==> config.mk <==
export PLATFORM = sky130hd
export DESIGN_NAME = instr_fetch_unit
export DESIGN_NICKNAME = d
export VERILOG_FILES = /design/src/rtl/instr_fetch_unit.sv
export SDC_FILE = /design/constraint.sdc
export NUM_CORES = 1
export LEC_CHECK = 0
export BUFFER_PORTS_ARGS = -buffer_cell sky130_fd_sc_hd__buf_2
export CAP_MARGIN = 30
export CELL_PAD_IN_SITES_DETAIL_PLACEMENT = 0
export CELL_PAD_IN_SITES_GLOBAL_PLACEMENT = 1
export CORE_MARGIN = 4
export CORE_UTILIZATION = 39
export DETAILED_ROUTE_END_ITERATION = 10
export PLACE_DENSITY = 0.92
export SKIP_LAST_GASP = 1
export SLEW_MARGIN = 20
export SYNTH_ARGS = -nofsm -noshare
export SYNTH_HDL_FRONTEND = slang
export SYNTH_SLANG_ARGS = --single-unit
==> constraint.sdc <==
create_clock -name clk -period 2.7 [get_ports clk]
set_clock_uncertainty 0.05 [all_clocks]
set_input_delay 0 -clock clk [delete_from_list [all_inputs] [get_ports clk]]
set_output_delay 0 -clock clk [all_outputs]
set_load 0.02 [all_outputs]
==> src/rtl/instr_fetch_unit.sv <==
// Instruction fetch stage: owns the PC, drives imem, fills the IF/ID register.
// Out-of-range or misaligned PCs park the stage in FAULT until a redirect.
module instr_fetch_unit #(
  parameter logic [31:0] RESET_PC   = 32'h0000_0000,
  parameter int unsigned IMEM_WORDS = 1024,
  parameter logic [31:0] NOP_INSTR  = 32'h0000_0013
) (
  input  logic        clk,
  input  logic        rst,
  output logic [31:0] imem_addr,
  input  logic [31:0] imem_rdata,
  input  logic        stall_f,
  input  logic        stall_d,
  input  logic        flush_d,
  input  logic        redirect,
  input  logic [31:0] redirect_target,
  output logic [31:0] instr_d,
  output logic [31:0] pc_d,
  output logic [31:0] pc_plus4_d,
  output logic        valid_d,
  output logic        fault_d,
  output logic [31:0] fetch_count
);

  localparam logic [1:0] BOOT  = 2'd0;
  localparam logic [1:0] RUN   = 2'd1;
  localparam logic [1:0] FAULT = 2'd2;

  localparam logic [32:0] LIMIT = 33'(IMEM_WORDS) * 33'd4;

  logic [1:0]  state;
  logic [31:0] pc_f;
  logic [31:0] pc_inc;
  logic        bad_pc;

  assign imem_addr = pc_f;
  assign pc_inc    = pc_f + 32'd4;
  assign bad_pc    = ({1'b0, pc_f} >= LIMIT)
                   || (pc_f[1:0] != 2'b00);

  always_ff @(posedge clk or negedge rst) begin
    if (!rst) begin
      state       <= BOOT;
      pc_f        <= RESET_PC;
      instr_d     <= NOP_INSTR;
      pc_d        <= 32'd0;
      pc_plus4_d  <= 32'd0;
      valid_d     <= 1'b0;
      fault_d     <= 1'b0;
      fetch_count <= 32'd0;
    end else begin
      unique case (state)
        BOOT: state <= RUN;
        RUN: begin
          if (bad_pc) begin
            // Fault bubble records where the bad fetch was attempted
            state      <= FAULT;
            instr_d    <= NOP_INSTR;
            pc_d       <= pc_f;
            pc_plus4_d <= pc_inc;
            valid_d    <= 1'b0;
            fault_d    <= 1'b1;
          end else begin
            priority case (1'b1)
              redirect: pc_f <= redirect_target;
              stall_f:  pc_f <= pc_f;
              default:  pc_f <= pc_inc;
            endcase
            priority case (1'b1)
              flush_d, redirect: begin
                instr_d <= NOP_INSTR;
                valid_d <= 1'b0;
                fault_d <= 1'b0;
              end
              stall_d: begin
                instr_d <= instr_d;
              end
              default: begin
                instr_d     <= imem_rdata;
                pc_d        <= pc_f;
                pc_plus4_d  <= pc_inc;
                valid_d     <= 1'b1;
                fault_d     <= 1'b0;
                fetch_count <= fetch_count + 32'd1;
              end
            endcase
          end
        end
        FAULT: begin
          if (redirect) begin
            state   <= RUN;
            pc_f    <= redirect_target;
            instr_d <= NOP_INSTR;
            valid_d <= 1'b0;
            fault_d <= 1'b0;
          end
        end
        default: state <= BOOT;
      endcase
    end
  end

endmodule

==> results.txt <==
layout cell share with drive strength beyond 1 -> 34.2%
CTS tree -> built
placed inst area -> 0.00890 mm2
Distinct cells, synth -> 49
CP cell instances -> nor4_2 > nand4_4 > nor3_1 > o22a_1 > buf_4 > mux2i_1
initial core utilization -> 40.2%
Power Density -> 1000 mW/mm2
Tcrit/Tclk final -> 90.5%
simple-gate area share of the yosys netlist -> 16.4%
Clock Pin Slew Worst Setup and Hold Paths -> 0.06 ns
Max Slew Vio Count -> 0
Fill cells -> 1529
initial antenna violation count -> 1
Finished Layout Cells -> 1235
CP Buf/Inv Count -> 1
port buffer count -> 231
critical path type -> register to register
Global Route Usage Sum -> 20.7%
Critical Path Source -> imem_addr[19]
first-pass GRT wire length -> 35.4 mm
slowest stage delay, CP -> 0.45 ns
Avg Inst Size Synth -> 10.7 um2
LEAKAGE -> 0.00490 uW
GR Overflow Total -> 0
post-cts resize count -> 0
Power, Total -> 10300 uW
Register Area -> 0.00406 mm2
synth warn -> 0
H-tree depth -> 4
cell accounting for the most synthesized area -> dfrtp_1
EDFF count, synth -> 0
Post-Route WL -> 21.9 mm
Detail Route Antenna Nets -> 0
I/O pins -> 232
Cells after Synth -> 683
min-delay worst type -> primary input to asynchronous set/reset pin
largest family of logic cells by synthesized area -> simple AND/OR/NAND/NOR gates
clock root buffer -> clkbuf_16
initial DRC count -> 338
min cycle time layout -> 2.44 ns
DIE WIDTH -> 145 um
later-pin clock latency in the skew report -> 0.42 ns
Worst Path Max Fanout -> 21
nature of the critical path startpoint -> register
top cell type's share of synthesized area -> 54.3%
Final Hold Viols -> 0
drt drc -> 0
slew margin rel. -> 52.9%
most common cell after layout, fill and taps aside -> buf_2
XOR/XNOR share of the synthesized area -> 7.05%
unrepaired setup endpoints after global routing -> false
via count -> 6399
setup violators final -> 0
Worst VDD drop -> 0.000545 V
Core ar. -> 0.0182 mm2
CTS Buf Count -> 17
clk buf depth -> 2
Die Area -> 0.0210 mm2
Post-Synth Adder-Cell Area -> 0.512%
CP max stage cell -> dfrtp_1
Core Util, Final -> 56.1%
top cells by area, synth -> dfrtp_1, nand2_1, mux2_2
FF-to-FF Start -> imem_addr[19]
post-synthesis mux area share -> 5.40%
Max-cap violations -> 0
Die Y -> 145 um
area grow syn2layout -> 39.5%
placed insts -> 1134
final layout net count -> 1065
Synth Register Bits -> 162
Tightest Pin Transition -> 0.706 ns
Fin Setup TNS -> 0 ns
crit end category -> register
most frequent cells in the layout -> buf_2, dfrtp_1, nand2_1, dlygate4sd3_1, o21ai_0
async set-reset flop share out of synthesis -> 100%
design area -> 0.0102 mm2
per-cell routed wire length -> 17.7 um
multi-input logic area -> 0.00300 mm2
Post-synth top flop -> dfrtp_1
FP Rows -> 49
GP Congestion -> 0.846
DPL Wire Length -> 15.0 mm
# clock sinks -> 162
mapped cell area -> 0.00733 mm2
status -> finished clean
post-synthesis compound-gate area fraction -> 11.1%
largest delay contributor family on the critical path -> simple AND/OR/NAND/NOR gates
max frequency -> 0.409 GHz
drt via density -> 5.18
vias in the first global route -> 6489
CP arrival -> 2.73 ns
sequential element share of the synthesized area -> 55.4%
drt first pass iters -> 5
Critical Path RT -> 2.98 ns
largest net degree at the start of global routing -> 69
Syn Nets -> 756
-- final timing paths --
path | to | slack [ns] | cells past startpoint
max | imem_addr[13] | 0.26 | 6
min | fetch_count[15] | 0.08 | 2
max reg2reg | imem_addr[13] | 0.26 | 6
min reg2reg | instr_d[1] | 0.41 | 2
max in group asynchronous | pc_d[25] | 1.64 | 3
min in group clk | instr_d[0] | 0.08 | 4
-- cell families after synthesis --
logic type	Yosys count
AND/OR/NAND/NOR	229
multiplexers	36
XOR/XNOR	59
adder cells (fa/ha/maj)	3
buffers and inverters	67
AO/OA/AOI/OAI	127
flip-flops	162
-- power breakdown --
part | switching [uW] | leakage, uW | total [uW] | internal [uW]
clock network | 988 | 0.000301 | 2550 | 1560
registers | 506 | 0.00202 | 3610 | 3100
logic | 2570 | 0.00257 | 4110 | 1540
-- registers in the layout (all words and copies together), names as in the netlist --
name,flops
pc_plus4_d,30
fetch_count,32
imem_addr,32
instr_d,32
state,2
pc_d,32
fault_d,1
valid_d,1
-- Yosys cell counts (4+ instances only) --
library cell,instances
nand2_1,84
or3_1,4
a21oi_1,16
mux2i_1,8
mux2_2,26
buf_2,11
o21ai_0,51
o22ai_1,11
dfrtp_1,159
nor4_1,9
buf_4,5
nand3_1,30
buf_1,4
a22o_1,30
nor3_1,12
and2_1,4
and4_1,5
a211oi_1,4
inv_1,21
nand4_1,21
nor4_2,6
clkbuf_1,24
xnor2_1,33
nor2_1,32
xor2_1,26
and3_1,8
-- layout make-up --
cell class / instances / share of cell area [%]
antenna: 1 / 0.0245
clock buffer: 21 / 4.70
clock inverter: 11 / 1.49
inverter: 21 / 0.771
multi-input combinational: 454 / 29.4
sequential: 162 / 39.7
tap: 229 / 2.80
timing repair buffer: 336 / 21.1
-- per-stage QoR --
stage / setup WS, ns / hold WS (ns)
after detailed placement: 0.276 / -0.00986
after floorplan: 0.223 / -0.346
after global routing: 0.0413 / 0.0894
after global placement: 0.289 / -0.0115
after CTS: 0.241 / 0.0450
final: 0.256 / 0.0776
-- per-layer routing --
metal	global-route usage [%]	routed length, um	vias to the layer above
met1	26.9	9340	3115
met5	0	0	-
met4	8.64	784	0
met2	33.3	10500	222
li1	-	-	3009
met3	5.36	1240	53
-- repair_timing --
action / 4_1_cts / 5_1_grt
endpoints found under the hold margin: 131 / 0
setup buffers: 0 / 0
hold buffers: 68 / 0
(Power assumes the default switching activity.)
